<file path="src/rtl/hdmi_rx_period_decoder.sv">
// hdmi_rx_period_decoder: classifies aligned TMDS symbols into HDMI periods and decodes them.
module hdmi_rx_period_decoder #(
  parameter int PREAMBLE_MIN = 8,
  parameter int MAX_PACKETS = 18
) (
  input  logic        clk_pixel,
  input  logic        reset,
  input  logic [9:0]  tmds_blue,
  input  logic [9:0]  tmds_green,
  input  logic [9:0]  tmds_red,
  output logic [2:0]  mode,
  output logic [23:0] rgb,
  output logic [11:0] data_island_data,
  output logic [5:0]  control_data,
  output logic        packet_start,
  output logic        decode_error
);
  localparam int CW = $clog2(PREAMBLE_MIN + 1);
  localparam int PW = $clog2(MAX_PACKETS + 1);
  localparam logic [CW-1:0] PMAX = CW'(PREAMBLE_MIN);
  localparam logic [PW-1:0] PKMAX = PW'(MAX_PACKETS);
  localparam logic [9:0] TERC [16] = '{10'h29C, 10'h263, 10'h2E4, 10'h2E2, 10'h171, 10'h11E, 10'h18E, 10'h13C,
                                       10'h2CC, 10'h139, 10'h19C, 10'h2C6, 10'h28E, 10'h271, 10'h163, 10'h2C3};
  typedef enum logic [2:0] {CONTROL, VID_GUARD, VID_DATA, DI_LEAD_GUARD, DI_DATA, DI_TRAIL_GUARD} state_t;
  state_t state;
  logic [CW-1:0] cnt, cnt_next;
  logic island_pat;
  logic [4:0] idx;
  logic [PW-1:0] pkts;
  logic [2:0] c_b, c_g, c_r;
  logic [4:0] t_b, t_g, t_r;
  logic all_ctl, any_ctl, all_terc, pat_vid, pat_di, vid_guard, di_guard, take_ctl;
  function automatic logic [2:0] ctl_dec(input logic [9:0] q);
    return q == 10'h354 ? 3'b100 : q == 10'h0AB ? 3'b101 : q == 10'h154 ? 3'b110 : q == 10'h2AB ? 3'b111 : 3'b000;
  endfunction
  function automatic logic [4:0] terc_dec(input logic [9:0] q);
    logic [4:0] r;
    r = '0;
    for (int i = 0; i < 16; i++) if (q == TERC[i]) r = {1'b1, 4'(i)};
    return r;
  endfunction
  function automatic logic [7:0] vid_dec(input logic [9:0] q);
    logic [7:0] d;
    d = q[9] ? ~q[7:0] : q[7:0];
    return {d[7:1] ^ d[6:0] ^ {7{~q[8]}}, d[0]};
  endfunction
  assign c_b = ctl_dec(tmds_blue);
  assign c_g = ctl_dec(tmds_green);
  assign c_r = ctl_dec(tmds_red);
  assign t_b = terc_dec(tmds_blue);
  assign t_g = terc_dec(tmds_green);
  assign t_r = terc_dec(tmds_red);
  assign all_ctl = c_b[2] & c_g[2] & c_r[2];
  assign any_ctl = c_b[2] | c_g[2] | c_r[2];
  assign all_terc = t_b[4] & t_g[4] & t_r[4];
  assign pat_vid = all_ctl && c_r[1:0] == 2'b00 && c_g[1:0] == 2'b01;
  assign pat_di = all_ctl && c_r[1:0] == 2'b01 && c_g[1:0] == 2'b01;
  assign vid_guard = tmds_blue == 10'h2CC && tmds_green == 10'h133 && tmds_red == 10'h2CC;
  assign di_guard = tmds_green == 10'h133 && tmds_red == 10'h133 && t_b[4] && t_b[3:2] == 2'b11;
  // A fully-control symbol inside video ends the video period and counts as preamble.
  assign take_ctl = all_ctl && (state == CONTROL || state == VID_DATA);
  assign cnt_next = (pat_vid | pat_di)
                  ? ((cnt != '0 && pat_di == island_pat) ? (cnt == PMAX ? cnt : cnt + 1'b1) : CW'(1))
                  : '0;
  always_ff @(posedge clk_pixel) begin
    if (reset) begin
      state <= CONTROL;
      cnt <= '0;
      island_pat <= 1'b0;
      idx <= '0;
      pkts <= '0;
      mode <= '0;
      rgb <= '0;
      data_island_data <= '0;
      control_data <= '0;
      packet_start <= 1'b0;
      decode_error <= 1'b0;
    end else begin
      mode <= 3'd0;
      packet_start <= 1'b0;
      decode_error <= 1'b0;
      if (take_ctl) begin
        control_data <= {c_r[1:0], c_g[1:0], c_b[1:0]};
        cnt <= cnt_next;
        island_pat <= pat_di;
        state <= CONTROL;
      end else begin
        state <= CONTROL;
        cnt <= '0;
        decode_error <= 1'b1;
        case (state)
          CONTROL: begin
            if (vid_guard && cnt == PMAX && !island_pat) begin
              state <= VID_GUARD;
              mode <= 3'd2;
              decode_error <= 1'b0;
            end else if (di_guard && cnt == PMAX && island_pat) begin
              state <= DI_LEAD_GUARD;
              mode <= 3'd4;
              decode_error <= 1'b0;
            end
          end
          VID_GUARD: if (vid_guard) begin
            state <= VID_DATA;
            mode <= 3'd2;
            decode_error <= 1'b0;
          end
          VID_DATA: if (!any_ctl) begin
            state <= VID_DATA;
            mode <= 3'd1;
            rgb <= {vid_dec(tmds_red), vid_dec(tmds_green), vid_dec(tmds_blue)};
            decode_error <= 1'b0;
          end
          DI_LEAD_GUARD: if (di_guard) begin
            state <= DI_DATA;
            mode <= 3'd4;
            idx <= '0;
            pkts <= '0;
            decode_error <= 1'b0;
          end
          DI_DATA: begin
            if (idx == '0 && pkts != '0 && di_guard) begin
              state <= DI_TRAIL_GUARD;
              mode <= 3'd4;
              decode_error <= 1'b0;
            end else if (all_terc && !(idx == '0 && pkts == PKMAX)) begin
              state <= DI_DATA;
              mode <= 3'd3;
              data_island_data <= {t_r[3:0], t_g[3:0], t_b[3:0]};
              packet_start <= idx == '0;
              idx <= idx + 5'd1;
              pkts <= idx == 5'd31 ? pkts + 1'b1 : pkts;
              decode_error <= 1'b0;
            end
          end
          DI_TRAIL_GUARD: if (di_guard) begin
            mode <= 3'd4;
            decode_error <= 1'b0;
          end
          default: ;
        endcase
      end
    end
  end
endmodule

</file>
<file path="config.mk">
export PLATFORM = sky130hd
export DESIGN_NAME = hdmi_rx_period_decoder
export DESIGN_NICKNAME = d
export VERILOG_FILES = /design/src/rtl/hdmi_rx_period_decoder.sv
export SDC_FILE = /design/constraint.sdc
export NUM_CORES = 1
export LEC_CHECK = 0
export ABC_AREA = 1
export CORE_ASPECT_RATIO = 0.75
export CORE_MARGIN = 2
export CORE_UTILIZATION = 55
export DETAILED_ROUTE_END_ITERATION = 8
export PLACE_DENSITY = 0.83
export SYNTH_ARGS = -nofsm -noshare
export SYNTH_HDL_FRONTEND = slang
export SYNTH_SLANG_ARGS = --single-unit
</file>
<file path="constraint.sdc">
create_clock -name clk_pixel -period 3.04 [get_ports clk_pixel]
set_input_delay 0.456 -clock clk_pixel [delete_from_list [all_inputs] [get_ports clk_pixel]]
set_output_delay 0.456 -clock clk_pixel [all_outputs]
set_load 0.01 [all_outputs]
</file>
==> run metrics, run 1 <==
status complete, no violations; reg2reg start idx[0]$_SDFFE_PP0P_; Fmax a little under 0.4 GHz; IO Port Bufs 78; maximum vdd ir drop 0.438 mV; Yosys reg bits 65; GR Util All Layers 0.300; worst slew pin tran 541 ps; unrepaired setup endpoints after global routing no; fin crit period 2590 ps; Mapped Cells between 700 and 800; Avg Cell Area, Syn 6.28 µm²; period utilization 0.851; Critical Path Start tmds_blue[8]; crit start category primary input; syn nets 770; worst hold slack about 450 ps; clock root cell clkbuf_8; Final #Nets 854; routed wire length 12800 µm; Fin. Hold Viols 0; share of cells above drive strength 1 0.0929; GRT Residual Overflow 0; most common cell after layout, fill and taps aside nand2_1; Setup crit end kind flip-flop; Rel. slew slack 0.637; initial antenna violation count 0; CP max-delay cell clkdlybuf4s50_1; Mapped Area around 4500 µm²; max_cap viols 0; row cnt 28; asr flop ratio synth 0; skew final 6.50 ps; # Post-CTS Setup Buffers 0; Worst-path clk slew around 70 ps; first-pass GRT wire length 21000 µm; Hold Startpoint data_island_data[9]$_SDFFE_PP0P_; most frequent cells in the layout nand2_1, nor2_1, clkdlybuf4s50_1; Final WS setup 452 ps; CTS max path bufs 2; die area 8940 µm²; first-pass detailed-route iteration total 5; final setup fails 0; Synth warnings 0; Core Area 7920 µm²; critical path's most frequent cell nand2_1; # hold bufs at CTS 0; CTS tree built; vias per cell around 5.5; CP required 3270 ps; count of different cell masters after synthesis 38; # IOs 79; Most used DFF post-synth dfxtp_1; antenna fix cells 0; cts repair resizes 0; Clk Latency, worst-skew pair about 360 ps; CTS Buf Count 9; Fill cells 672; Max FO, Critical Path 6; delay of the slowest critical-path stage ~730 ps; Tightest Hold Check Type flip-flop to flip-flop; number of flops mapped to enable cells by yosys 0; post-synthesis sequential area ratio 0.289; vias in the first global route 4624; Routed Antenna Nets 0; Fin Setup TNS 0 ps; Post-DP HPWL 9820 µm; Synth-to-Final Area Change 25.7%; Pins Over Slew Limit 0; CP Class primary input to flip-flop; pre-CTS WS 143 ps; leakage power total 2.59 nW; via count slightly above 5k; GP Congestion 1.01; wire per inst 14.1 µm; Cell Chain, Critical Path clkdlybuf4s50_1, nand2_1, inv_1, nand3_1, nand2_1, nor2_1, nand2_1, nand3_2, a21oi_2, nand3_2, nand2_1, a21oi_1; Sink Count 65; Chip Width 109 µm; Initial Util 0.569; drc violations 0; Crit path arrival time 2820 ps; CTS H-tree depth 3; pin count of the biggest net entering global routing 35; DRT iter0 DRCs 495; Die Y 82.4 µm; power per cell area about 350 nW/µm²; fin util 0.716
final cells by class:
cell class	instances	area (µm²)	area share
clock buffer	9	124	0.0219
clock inverter	7	119	0.0210
inverter	88	330	0.0583
multi-input combinational	550	2810	0.495
sequential	65	1300	0.230
tap	105	131	0.0232
timing repair buffer	88	856	0.151
worst paths after layout:
path,endpoint,slack [ps],depth (start not counted)
hold reg to reg,data_island_data[9]$_SDFFE_PP0P_,450,2
hold / removal,data_island_data[9]$_SDFFE_PP0P_,450,2
setup reg to reg,pkts[2]$_SDFFE_PP0P_,1260,10
setup / recovery,pkts[1]$_SDFFE_PP0P_,450,12
cell families (layout without fill, tap and decap cells):
group | Yosys count | count (layout) | synth area share
AND/OR/NAND/NOR | 401 | 401 | 0.396
AO/OA/AOI/OAI | 106 | 106 | 0.126
buffers and inverters | 103 | 192 | 0.0888
flip-flops | 65 | 65 | 0.289
XOR/XNOR | 23 | 23 | 0.0447
adder cells (fa/ha/maj) | 20 | 20 | 0.0555
synthesized netlist by cell type (all sizes together) (12+ instances only):
master  number  area [µm²]
xor2        19         166
o21ai       44         220
ha          20         250
nand3       56         305
nand4       15         100
nor3        12        60.1
nand2      169         642
dfxtp       65        1300
nor2       128         537
or2         15        93.8
a21oi       48         244
inv         88         330
through the flow:
stage               power [mW]  area [µm²]  cells
finish                    1.99        5670    912
global placement          1.10        5420    896
floorplan                 1.01        4510    718
global route              2.06        5670    912
detailed placement        1.10        5420    896
CTS                       2.00        5670    912
where the power goes:
group	leakage (nW)	internal [mW]	switching, mW	total (mW)
registers	0.524	0.851	0.000245	0.852
logic	1.95	0.0939	0.143	0.236
clock network	0.115	0.544	0.363	0.907
state kept, by name, summed over array words and instances, names as in the netlist:
name	cells
island_pat	1
mode	3
decode_error	1
state	3
control_data	6
pkts	5
idx	5
cnt	4
packet_start	1
data_island_data	12
rgb	24
critical path: cells and delay by family:
family,cells,cell delay (ps)
AOI/OAI and AO/OA,2,400
buffers and inverters,2,910
and+or+nand+nor,8,1040
routing by layer:
metal  GRT usage  vias up  part of all wire  wire (µm)
li1            -     2472                 -          -
met1       0.386     2303              0.45       5770
met2       0.501      233              0.44       5700
met3      0.0691       29             0.088       1120
met4       0.101        0             0.018        231
met5           0        -                 0          0
No activity file was read; power rests on OpenSTA's default activity.
==> run 2, diff against run 1 <==
CAP_MARGIN = 20   (was not set)
CORE_ASPECT_RATIO = 1.2   (was 0.75)
SKIP_LAST_GASP = 1   (was not set)
==> run metrics, run 2 (synthesized netlist as in run 1, its figures left out) <==
share of cells above drive strength 1 0.0882 (was 0.0929); CTS Buf Count 9 (unchanged); crit start category primary input (unchanged); Cell Chain, Critical Path clkdlybuf4s50_1, inv_1, ha_1, nand4_2, nor2_2, or2_1, nor2_1, nand3_2, inv_2, o21ai_0, a31oi_1 (was clkdlybuf4s50_1, nand2_1, inv_1, nand3_1, nand2_1, nor2_1, nand2_1, nand3_2, a21oi_2, nand3_2, nand2_1, a21oi_1); # hold bufs at CTS 0 (unchanged); Pins Over Slew Limit 0 (unchanged); fin crit period 2580 ps (was 2590 ps); Fin Setup TNS 0 ps (unchanged); vias per cell 5.37 (was 5.52); hold path depth 2 (unchanged); Worst path depth 11 (was 12); power per cell area 338 nW/µm² (was 352 nW/µm²); worst slew pin tran 544 ps (was 541 ps); Rel. slew slack 0.635 (was 0.637); delay of the slowest critical-path stage 570 ps (was 730 ps); CP Buf/Inv Count 3 (was 2); Crit Reg-Reg Endpoint data_island_data[8]$_SDFFE_PP0P_ (was pkts[2]$_SDFFE_PP0P_); WHS Endpoint data_island_data[10]$_SDFFE_PP0P_ (was data_island_data[9]$_SDFFE_PP0P_); worst hold slack 450 ps (was 452 ps); final setup fails 0 (unchanged); drc violations 0 (unchanged); most flop-heavy register rgb (unchanged); Sink Count 65 (unchanged); Fill cells 686 (was 672); unrepaired setup endpoints after global routing no (unchanged); Core Area 8020 µm² (was 7920 µm²); skew final 7.41 ps (was 6.50 ps); GRT Residual Overflow 0 (unchanged); Chip Width 86.6 µm (was 109 µm); GR Util All Layers 0.285 (was 0.300); Max FO, Critical Path 34 (was 6); die area 8940 µm² (about the same); Setup crit end kind flip-flop (unchanged); CP max-delay cell clkdlybuf4s50_1 (unchanged); GP Congestion 1.00 (was 1.01); maximum vdd ir drop 0.296 mV (was 0.438 mV); DRT iter0 DRCs 263 (was 495); Post-DP HPWL 9740 µm (was 9820 µm); CTS tree built (unchanged); pin count of the biggest net entering global routing 35 (unchanged); largest registers rgb x24, data_island_data x12, control_data x6 (unchanged); wire per inst 13.9 µm (was 14.1 µm); first-pass detailed-route iteration total 5 (unchanged); Final #Nets 853 (was 854); routed wire length 12500 µm (was 12800 µm); reg2reg start idx[0]$_SDFFE_PP0P_ (unchanged); cts repair resizes 0 (unchanged); period utilization 0.848 (was 0.851); cells on worst reg2reg path 9 (was 10); clock root cell clkbuf_8 (unchanged); Synth-to-Final Area Change 24.6% (was 25.7%); IO Port Bufs 78 (unchanged); Initial Util 0.562 (was 0.569); via count 4836 (was 5037); Tightest Hold Check Type flip-flop to flip-flop (unchanged); first-pass GRT wire length 20200 µm (was 21000 µm); CTS H-tree depth 3 (unchanged); most frequent cells in the layout nand2_1, nor2_1, clkdlybuf4s50_1 (unchanged); CP Class primary input to flip-flop (unchanged); Fin. Hold Viols 0 (unchanged); # IOs 79 (unchanged); leakage power total 2.58 nW (was 2.59 nW); status complete, no violations (unchanged); CP required 3310 ps (was 3270 ps); max reg flops 24 (unchanged); Worst-path clk slew 70 ps (about the same); antenna fix cells 0 (unchanged); initial antenna violation count 0 (unchanged); Clk Latency, worst-skew pair 350 ps (was 360 ps); Routed Antenna Nets 0 (unchanged); # Post-CTS Setup Buffers 0 (unchanged); CTS max path bufs 2 (unchanged); Hold Startpoint data_island_data[10]$_SDFFE_PP0P_ (was data_island_data[9]$_SDFFE_PP0P_); Die Y 103 µm (was 82.4 µm); Fmax 0.388 GHz (was 0.386 GHz); delay-heaviest family, CP buffers and inverters (was simple AND/OR/NAND/NOR gates); row cnt 36 (was 28); max_cap viols 0 (unchanged); vias in the first global route 4387 (was 4624); Crit path arrival time 2850 ps (was 2820 ps); Worst R2R Setup Slack 1270 ps (was 1260 ps); most common cell after layout, fill and taps aside nand2_1 (unchanged)
==> run 2: how the worst max path moves through the flow <==
stage	startpoint	to	slack [ps]
2_1_floorplan	tmds_red[3]	data_island_data[8]$_SDFFE_PP0P_	1010
3_3_place_gp	tmds_blue[8]	pkts[3]$_SDFFE_PP0P_	170
3_5_place_dp	tmds_red[3]	data_island_data[8]$_SDFFE_PP0P_	140
4_1_cts	tmds_red[4]	rgb[16]$_SDFFE_PP0P_	480
5_1_grt	tmds_blue[8]	pkts[2]$_SDFFE_PP0P_	270
6_report	tmds_red[4]	rgb[16]$_SDFFE_PP0P_	460
==> run 2: worst register-to-register path: stages (launching register included) <==
cell     delay, ps
dfxtp_1        360
inv_1           80
ha_1           190
nand3_1        150
nor4_1          80
nor2_1         200
nand3_2        160
buf_4          210
a21oi_1        130
a21oi_1         80
==> run 2: layout make-up <==
type,count,area (µm²),area share
inverters,88,330,0.0588
well taps,95,119,0.0212
repair buffers,87,848,0.151
clock buffers,12,145,0.0259
flip-flops and latches,65,1300,0.232
clock inverters,3,65.1,0.0116
multi-input cells,550,2810,0.500
==> run 2: power by group <==
part	internal (mW)	switching, mW
Combinational	0.0935	0.145
Sequential	0.852	0.000220
Clock	0.479	0.330
Total	1.42	0.475
==> run 2: routing by layer <==
metal	global-route usage	vias to the layer above	share of wire
li1	-	2474	-
met1	0.359	2196	0.45
met2	0.486	139	0.48
met3	0.0408	27	0.041
met4	0.121	0	0.026
met5	0	-	0
==> run 2: per-stage QoR <==
stage | utilization | cells | cell area [µm²] | total power, mW | setup WS, ps
after floorplan | - | 718 | 4510 | 1.01 | 1010
after global placement | 0.674 | 885 | 5400 | 1.10 | 170
after detailed placement | 0.674 | 885 | 5400 | 1.10 | 139
after CTS | 0.700 | 900 | 5610 | 1.91 | 475
after global routing | 0.700 | 900 | 5610 | 1.97 | 267
final | 0.700 | 900 | 5610 | 1.90 | 463
